<file path="src/rtl/if_fetch_pkg.sv">
// Shared encodings and widths for the instruction-fetch stage.
package if_fetch_pkg;

  localparam int INST_ADDR_W = 32;
  localparam int INST_W      = 32;

  localparam logic [INST_W-1:0]      ZERO_WORD = '0;
  localparam logic [INST_ADDR_W-1:0] PC_STEP   = 32'd4;

  localparam logic [1:0] S_IDLE  = 2'd0;
  localparam logic [1:0] S_REQ   = 2'd1;
  localparam logic [1:0] S_VALID = 2'd2;
  localparam logic [1:0] S_DROP  = 2'd3;

  function automatic logic [INST_ADDR_W-1:0] next_seq_pc(input logic [INST_ADDR_W-1:0] pc);
    return pc + PC_STEP;
  endfunction

endpackage

</file>
<file path="src/rtl/if_fetch.sv">
// Instruction fetch: owns the PC, drives the req/ack ibus, feeds IF/ID; IF_FETCH_TIMEOUT_EN adds a sticky watchdog.
// Latency: 2 cycles per instruction minimum (request with same-cycle ack, then valid cycle).
// Backpressure: stall[0] holds the valid instruction; stallreq_from_if is high while a request is outstanding.
module if_fetch
  import if_fetch_pkg::*;
#(
  parameter logic [INST_ADDR_W-1:0] RESET_PC       = 32'h0000_0000,
  parameter int                     TIMEOUT_CYCLES = 256
) (
  input  logic                   clk,
  input  logic                   rst,
  input  logic [5:0]             stall,
  input  logic                   flush,
  input  logic [INST_ADDR_W-1:0] new_pc,
  input  logic                   branch_flag_i,
  input  logic [INST_ADDR_W-1:0] branch_target_address_i,
  output logic                   ibus_req_o,
  output logic [INST_ADDR_W-1:0] ibus_addr_o,
  input  logic                   ibus_ack_i,
  input  logic [INST_W-1:0]      ibus_rdata_i,
  output logic [INST_ADDR_W-1:0] if_pc,
  output logic [INST_W-1:0]      if_inst,
  output logic                   stallreq_from_if,
  output logic                   fetch_timeout_o
);

  logic [1:0]             state;
  logic [INST_ADDR_W-1:0] fetch_pc;
  logic [INST_ADDR_W-1:0] req_addr;
  logic [INST_W-1:0]      inst_q;

  logic                   redirect;
  logic [INST_ADDR_W-1:0] target;
  logic                   waiting;

  // Exception flush is unconditional; a branch only lands when the PC stage is free.
  assign redirect = flush | (branch_flag_i & ~stall[0]);
  assign target   = flush ? new_pc : branch_target_address_i;
  assign waiting  = (state == S_REQ) || (state == S_DROP);

  always_comb begin
    ibus_req_o       = waiting;
    ibus_addr_o      = waiting ? req_addr : ZERO_WORD;
    stallreq_from_if = waiting;
    if_pc            = (state == S_VALID) ? fetch_pc : ZERO_WORD;
    if_inst          = (state == S_VALID) ? inst_q : ZERO_WORD;
  end

  always_ff @(posedge clk or negedge rst) begin
    if (!rst) begin
      state    <= S_IDLE;
      fetch_pc <= RESET_PC;
      req_addr <= RESET_PC;
      inst_q   <= ZERO_WORD;
    end else begin
      case (state)
        S_IDLE: begin
          state <= S_REQ;
          if (redirect) begin
            fetch_pc <= target;
            req_addr <= target;
          end else begin
            req_addr <= fetch_pc;
          end
        end
        S_REQ: begin
          if (redirect) begin
            fetch_pc <= target;
            if (ibus_ack_i) begin
              req_addr <= target;
            end else begin
              // Bus request must stay up until acked; its data is thrown away.
              state <= S_DROP;
            end
          end else if (ibus_ack_i) begin
            inst_q <= ibus_rdata_i;
            state  <= S_VALID;
          end
        end
        S_VALID: begin
          if (redirect) begin
            fetch_pc <= target;
            req_addr <= target;
            state    <= S_REQ;
          end else if (!stall[0]) begin
            fetch_pc <= next_seq_pc(fetch_pc);
            req_addr <= next_seq_pc(fetch_pc);
            state    <= S_REQ;
          end
        end
        default: begin
          if (redirect) fetch_pc <= target;
          if (ibus_ack_i) begin
            req_addr <= redirect ? target : fetch_pc;
            state    <= S_REQ;
          end
        end
      endcase
    end
  end

`ifdef IF_FETCH_TIMEOUT_EN
  localparam int CW = $clog2(TIMEOUT_CYCLES + 1);

  logic [CW-1:0] wait_cnt;
  logic          timeout_q;

  always_ff @(posedge clk or negedge rst) begin
    if (!rst) begin
      wait_cnt  <= '0;
      timeout_q <= 1'b0;
    end else if (waiting && !ibus_ack_i) begin
      if (wait_cnt == CW'(TIMEOUT_CYCLES - 1)) timeout_q <= 1'b1;
      else                                     wait_cnt  <= wait_cnt + CW'(1);
    end else begin
      wait_cnt <= '0;
    end
  end

  assign fetch_timeout_o = timeout_q;
`else
  logic unused_timeout;
  assign unused_timeout  = (TIMEOUT_CYCLES != 0);
  assign fetch_timeout_o = 1'b0;
`endif

  logic unused_stall;
  assign unused_stall = ^stall[5:1];

endmodule

</file>
<file path="config.mk">
export PLATFORM = sky130hd
export DESIGN_NAME = if_fetch
export DESIGN_NICKNAME = d
export VERILOG_FILES = /design/src/rtl/if_fetch_pkg.sv /design/src/rtl/if_fetch.sv
export SDC_FILE = /design/constraint.sdc
export NUM_CORES = 1
export LEC_CHECK = 0
export BUFFER_PORTS_ARGS = -buffer_cell sky130_fd_sc_hd__buf_2
export CORE_MARGIN = 4
export CORE_UTILIZATION = 48
export DETAILED_ROUTE_END_ITERATION = 16
export PLACE_DENSITY_LB_ADDON = 0.05
export SLEW_MARGIN = 20
export SYNTH_ARGS = -nofsm -noshare
export SYNTH_HDL_FRONTEND = slang
export SYNTH_SLANG_ARGS = --single-unit
</file>
<file path="constraint.sdc">
create_clock -name clk -period 2.1 [get_ports clk]
set_input_delay 0.105 -clock clk [delete_from_list [all_inputs] [get_ports clk]]
set_output_delay 0.105 -clock clk [all_outputs]
set_load 0.1 [all_outputs]
</file>
## After elaboration in Yosys (flattened, before gate mapping)

Cells that the tools add are included.

| operators by class | value |
|---|---|
| $add $sub $neg | 1 |
| bitwise logic cells | 4 |
| eq/ne operators | 8 |
| multiplexer cells | 19 |
| reduce and logical (&&, ||, !) cells | 7 |

Operator list:

| cell | number |
|---|---|
| two-way mux 32 bit | 11 |
| case mux 32 bit (3 select lines) | 1 |
| adder 32 x 3 -> 32 bit (second input constant) | 1 |
| two-way mux 2 bit | 6 |
| != test 3 bit (second input constant) | 3 |
| AND reduction 4 bit | 2 |
| case mux 2 bit (3 select lines) | 1 |
| equality test 2 bit (second input constant) | 2 |
| != test 2 bit (second input constant) | 2 |
| nonzero test 4 bit | 1 |
| AND reduction 3 bit | 1 |
| nonzero test 3 bit | 1 |
| equality test 2 x 1 -> 1 bit (second input constant) | 1 |
| logical NOT 2 bit | 1 |
| NOT 1 bit | 2 |
| bitwise AND 1 bit | 1 |
| logical OR 1 bit | 1 |
| OR 1 bit | 1 |

| storage, ports and cells | value |
|---|---|
| output and inout bits | 99 |
| bits in registers | 98 |
| input bits | 107 |
| logic and storage cells | 43 |

## Depth between registers and ports, before layout

| depth | value |
|---|---|
| depth after elaboration | 6 |
| gate-level depth with buffers | 9 |
| depth with buffers taken out | 7 |

## Least setup slack after synthesis

No wires, ideal clock.

| timing path | value |
|---|---|
| path type | register -> output |
| start | register state[1] |
| end | output port ibus_addr_o[10] |
| arrival time | 2628 ps |
| cell stages (with the launch flop) | 7 |
| setup slack | -633 ps |
| required time | 1995 ps |
| buffers on the path | 2 |
| path through | dfrtp_1 -> inv_1 -> ha_1 -> clkbuf_1 -> nor2_1 -> clkbuf_1 -> nor2b_1 |

| on the way | value |
|---|---|
| longest elaborated chain between the ends | 3 |
| elaborated cells between the ends (all ways) | 4 |
| those cells by class | 2 x eq/ne; 1 x mux; 1 x reduce/logical |

RTL lines:

| element | line | RTL |
|---|---|---|
| start: declaration | if_fetch.sv:27 | `logic [1:0] state;` |
| start signal: assignment | if_fetch.sv:51 | `state <= S_IDLE;` |
| start signal: assignment | if_fetch.sv:58 | `state <= S_REQ;` |
| start signal: assignment | if_fetch.sv:73 | `state <= S_DROP;` |
| equality test 2 x 1 -> 1 bit / equality test 2 bit (equally long branches) | if_fetch.sv:39 | `assign waiting = (state == S_REQ) \|\| (state == S_DROP);` |
| logical OR 1 bit (*) | if_fetch.sv:39 |  |
| two-way mux 32 bit (*) | if_fetch.sv:43 | `ibus_addr_o = waiting ? req_addr : ZERO_WORD;` |
| end: declaration | if_fetch.sv:18 | `output logic [INST_ADDR_W-1:0] ibus_addr_o,` |

Mark *: on every way between the ends. The rest lies on a longest branch, timed or not.

## Final worst setup path

| timing path | value |
|---|---|
| start | register fetch_pc[12] |
| end | register fetch_pc[20] |

| on the way | value |
|---|---|
| longest elaborated chain between the ends | 4 |

RTL lines:

| element | line | RTL |
|---|---|---|
| start: declaration | if_fetch.sv:28 | `logic [INST_ADDR_W-1:0] fetch_pc;` |
| start signal: assignment | if_fetch.sv:60 | `fetch_pc <= target;` |
| start signal: assignment | if_fetch.sv:68 | `fetch_pc <= target;` |
| start signal: assignment | if_fetch.sv:82 | `fetch_pc <= target;` |
| adder 32 x 3 -> 32 bit | if_fetch_pkg.sv:16 | `return pc + PC_STEP;` |
| two-way mux 32 bit | if_fetch.sv:85 | `end else if (!stall[0]) begin` |
| two-way mux 32 bit | if_fetch.sv:81 | `if (redirect) begin` |
| two-way mux 32 bit | -- |  |

No other way between the ends. The select of a mux whose other input is x is not followed.
A chain may end at the register's enable or synchronous reset.

==> reports/results.ini <==
[synth]
ys_ff_latch=98
syn_nets=919
postSynthCellCount=807
ys_seq_area_share_pct=34.2
synth-simple-area-share_pct=26.6
synth_xor_area_share_pct=1.83
synthAdderAreaFrac_pct=0.871
ys.flop_type=dfrtp_1
ys_async_sr_fraction_pct=100
syn_area_per_cell_sq_um=8.90
yosys_warnings=0
synthMuxAreaShare_pct=11.6
synthDistinctLibCells=71
synth_top_family_by_area=simple AND/OR/NAND/NOR gates
synth_enable_flop_cells=0
netlist_area_sq_um=7180
synth_compound_area_share_pct=19.3

[hold_path]
hold_depth=2
hold_path.class=input pin to register
hold_path_end=inst_q[4]
hp-start=ibus_rdata_i[4]

[layout]
mostFrequentLayoutCells=buf_4 (108), buf_2 (100), buf_12 (98)
layout.nets=1192
regArea_sq_um=2460
multi_input_area_sq_um=4710
diodes=0
syn_to_final_growth_pct=58.7
layout-drive-gt1-share_pct=47.6
layout_commonest_cell=buf_4
utilization_pct=78.1
fin_cells=1269
fillers=970

[clocking]
htreeDepth=3
path_clk_slew_ns=0.08
cts_tree=done
clkLatencyLatePin_ns=0.35
cts_buffers=9
cts_buffer_depth=2
clockRootBuffer=clkbuf_16
cts.sinks=98

[power]
ir_drop_mv=1.65
p_leak_nw=4.84
powerDensity_nw_per_um2=1510

[sta]
tightest_slew_ns=0.593
relSlewSlack_pct=60.4
hold_violations=0
fmax_mhz=483
timing.final.crit_share_pct=98.6
setup_viol=0
period_needed_ns=2.07
clock-skew-final_ns=0.00577
finalMaxSlewViolations=0
rsz0062_at_grt=true

[global_routing]
overflow=0
antenna_found_initial=0
track_usage_pct=30.1
grt_pass1_wl_um=40200
grt_pass1_vias=7744
grt_max_degree=66

[placed_design]
gp_congestion=0.936
dpl.hpwl_um=18800
place_inst=1200
portBuffers=199

[die]
dieWidth_um=130
num_io_pins=206
initial_core_util_pct=49.2
dieHeight_um=130
core_sq_um=14600
num_rows=44
dieArea_sq_um=17000

[route]
wl_um=26000
ant_nets=0
via_count=7853
drcViolationCount=0
drtIter0Drc=698
dr.pass1.iters=5
via_per_inst=6.19
wl_per_cell_um=20.5

[critical_path]
critical_path.max_fanout=3
required_ns=2.39
cp.arrival_ns=2.36
rr_endpoint=fetch_pc[20]
worstSetupEndpointType=register
ff2ff_path_depth=6
regToRegSetupSlack_ns=0.03
crit_path_start_kind=register
timing.rr.start=fetch_pc[12]
critPathKind=register to register

[flow_run]
cap_violations=0

[run_status]
status=finished clean

==> routing by layer <==
metal  vias to the layer above  track usage (%)  part of all wire (%)
met5                         -                0                     0
met2                       436             50.0                    50
met4                         0             14.1                   3.3
met3                        79             4.50                   8.0
li1                       3529                -                     -
met1                      3809             38.5                    39
==> stage by stage <==
stage / hold WS, ns / cell area, sq um / setup TNS, ns / setup WS, ns / total power, mW
after global placement: 0.0816 / 10500 / -0.00370 / -0.00370 / 14.7
after floorplan: -0.191 / 7500 / -4.68 / -0.260 / 11.0
after CTS: 0.00643 / 11200 / 0 / 0.00606 / 17.0
after detailed placement: 0.0804 / 10500 / -0.322 / -0.0859 / 15.0
final: 0.0104 / 11400 / 0 / 0.0286 / 17.2
after global routing: 0.00883 / 11400 / -0.103 / -0.0429 / 17.9
==> cell usage after synthesis, types with 3 or more instances <==
| cell | instances | area share [%] |
|---|---|---|
| dfrtp_1 | 98 | 34 |
| and2_1 | 78 | 6.8 |
| nor2_1 | 58 | 3.0 |
| nand2_1 | 51 | 2.7 |
| mux2_2 | 46 | 7.2 |
| clkbuf_1 | 45 | 2.4 |
| nor2b_1 | 35 | 3.0 |
| o21ai_0 | 33 | 2.3 |
| mux2i_1 | 30 | 4.2 |
| buf_2 | 25 | 1.7 |
| nand3_1 | 23 | 1.6 |
| nor3_1 | 23 | 1.6 |
| a21oi_1 | 20 | 1.4 |
| a221oi_1 | 20 | 2.4 |
| nand4_1 | 19 | 1.7 |
| a31oi_1 | 15 | 1.3 |
| and3_1 | 12 | 1.0 |
| a211oi_1 | 11 | 1.2 |
| o32a_1 | 11 | 1.5 |
| o22ai_1 | 10 | 0.87 |
| xnor2_1 | 8 | 0.98 |
| nor4_1 | 7 | 0.61 |
| o31ai_1 | 7 | 0.73 |
| xor2_1 | 7 | 0.85 |
| and4_1 | 6 | 0.73 |
| inv_1 | 6 | 0.31 |
| o211ai_1 | 6 | 0.63 |
| o22a_1 | 6 | 0.73 |
| or3_1 | 6 | 0.52 |
| a21boi_0 | 5 | 0.52 |
| buf_4 | 5 | 0.52 |
| ha_1 | 5 | 0.87 |
| o32ai_1 | 5 | 0.61 |
| a211o_1 | 4 | 0.49 |
| buf_1 | 4 | 0.21 |
| nand2b_1 | 4 | 0.35 |
| o221ai_1 | 4 | 0.49 |
| nor4_4 | 3 | 0.89 |
| o311a_1 | 3 | 0.42 |
==> sequential cells by signal, summed over array words and instances (netlist names) <==
name,flops
inst_q,32
state,2
fetch_pc,32
req_addr,32
==> kinds of logic (layout without fill, tap and decap cells) <==
| logic type | Yosys count | after routing |
|---|---|---|
| AOI/OAI and AO/OA | 187 | 187 |
| xor gates and xnor gates | 15 | 15 |
| and+or+nand+nor | 336 | 336 |
| buffers and inverters | 88 | 366 |
| adders and majority gates | 5 | 5 |
| other | 1 | 1 |
| muxes | 77 | 77 |
| DFF | 98 | 98 |
==> area by class of cell <==
type,count,share of cell area [%]
clock buffers,10,2.10
clock inverters,6,0.505
inverters,6,0.264
multi-input cells,621,41.3
flip-flops and latches,98,21.6
well taps,184,2.02
repair buffers,344,32.2
==> power breakdown <==
group	switching (mW)	internal, mW
Clock	0.828	0.868
Sequential	0.530	2.65
Combinational	7.68	4.69
Total	9.04	8.21
==> critical path, stage by stage (launching register included) <==
cell	delay, ns
dfrtp_1	0.41
nand4_4	0.18
nor4_4	0.35
buf_4	0.19
mux2_2	0.33
or3_4	0.38
o21ai_2	0.14
==> repair_timing <==
item | CTS | global route
hold buffers | 32 | 0
buffers inserted | 8 | 13
setup endpoints to repair | 76 | 71
resized for setup | 23 | 23
pin swaps | 3 | 9
endpoints found under the hold margin | 59 | 0
==> worst max-delay path by stage <==
stage / from / cells after the start / to
floorplan: state[1] / 5 / ibus_addr_o[0]
global placement: state[0] / 6 / req_addr[31]
detailed placement: state[0] / 6 / req_addr[22]
CTS: fetch_pc[2] / 7 / fetch_pc[20]
global route: fetch_pc[17] / 7 / req_addr[29]
finish: fetch_pc[12] / 6 / fetch_pc[20]
(Power assumes the default switching activity.)
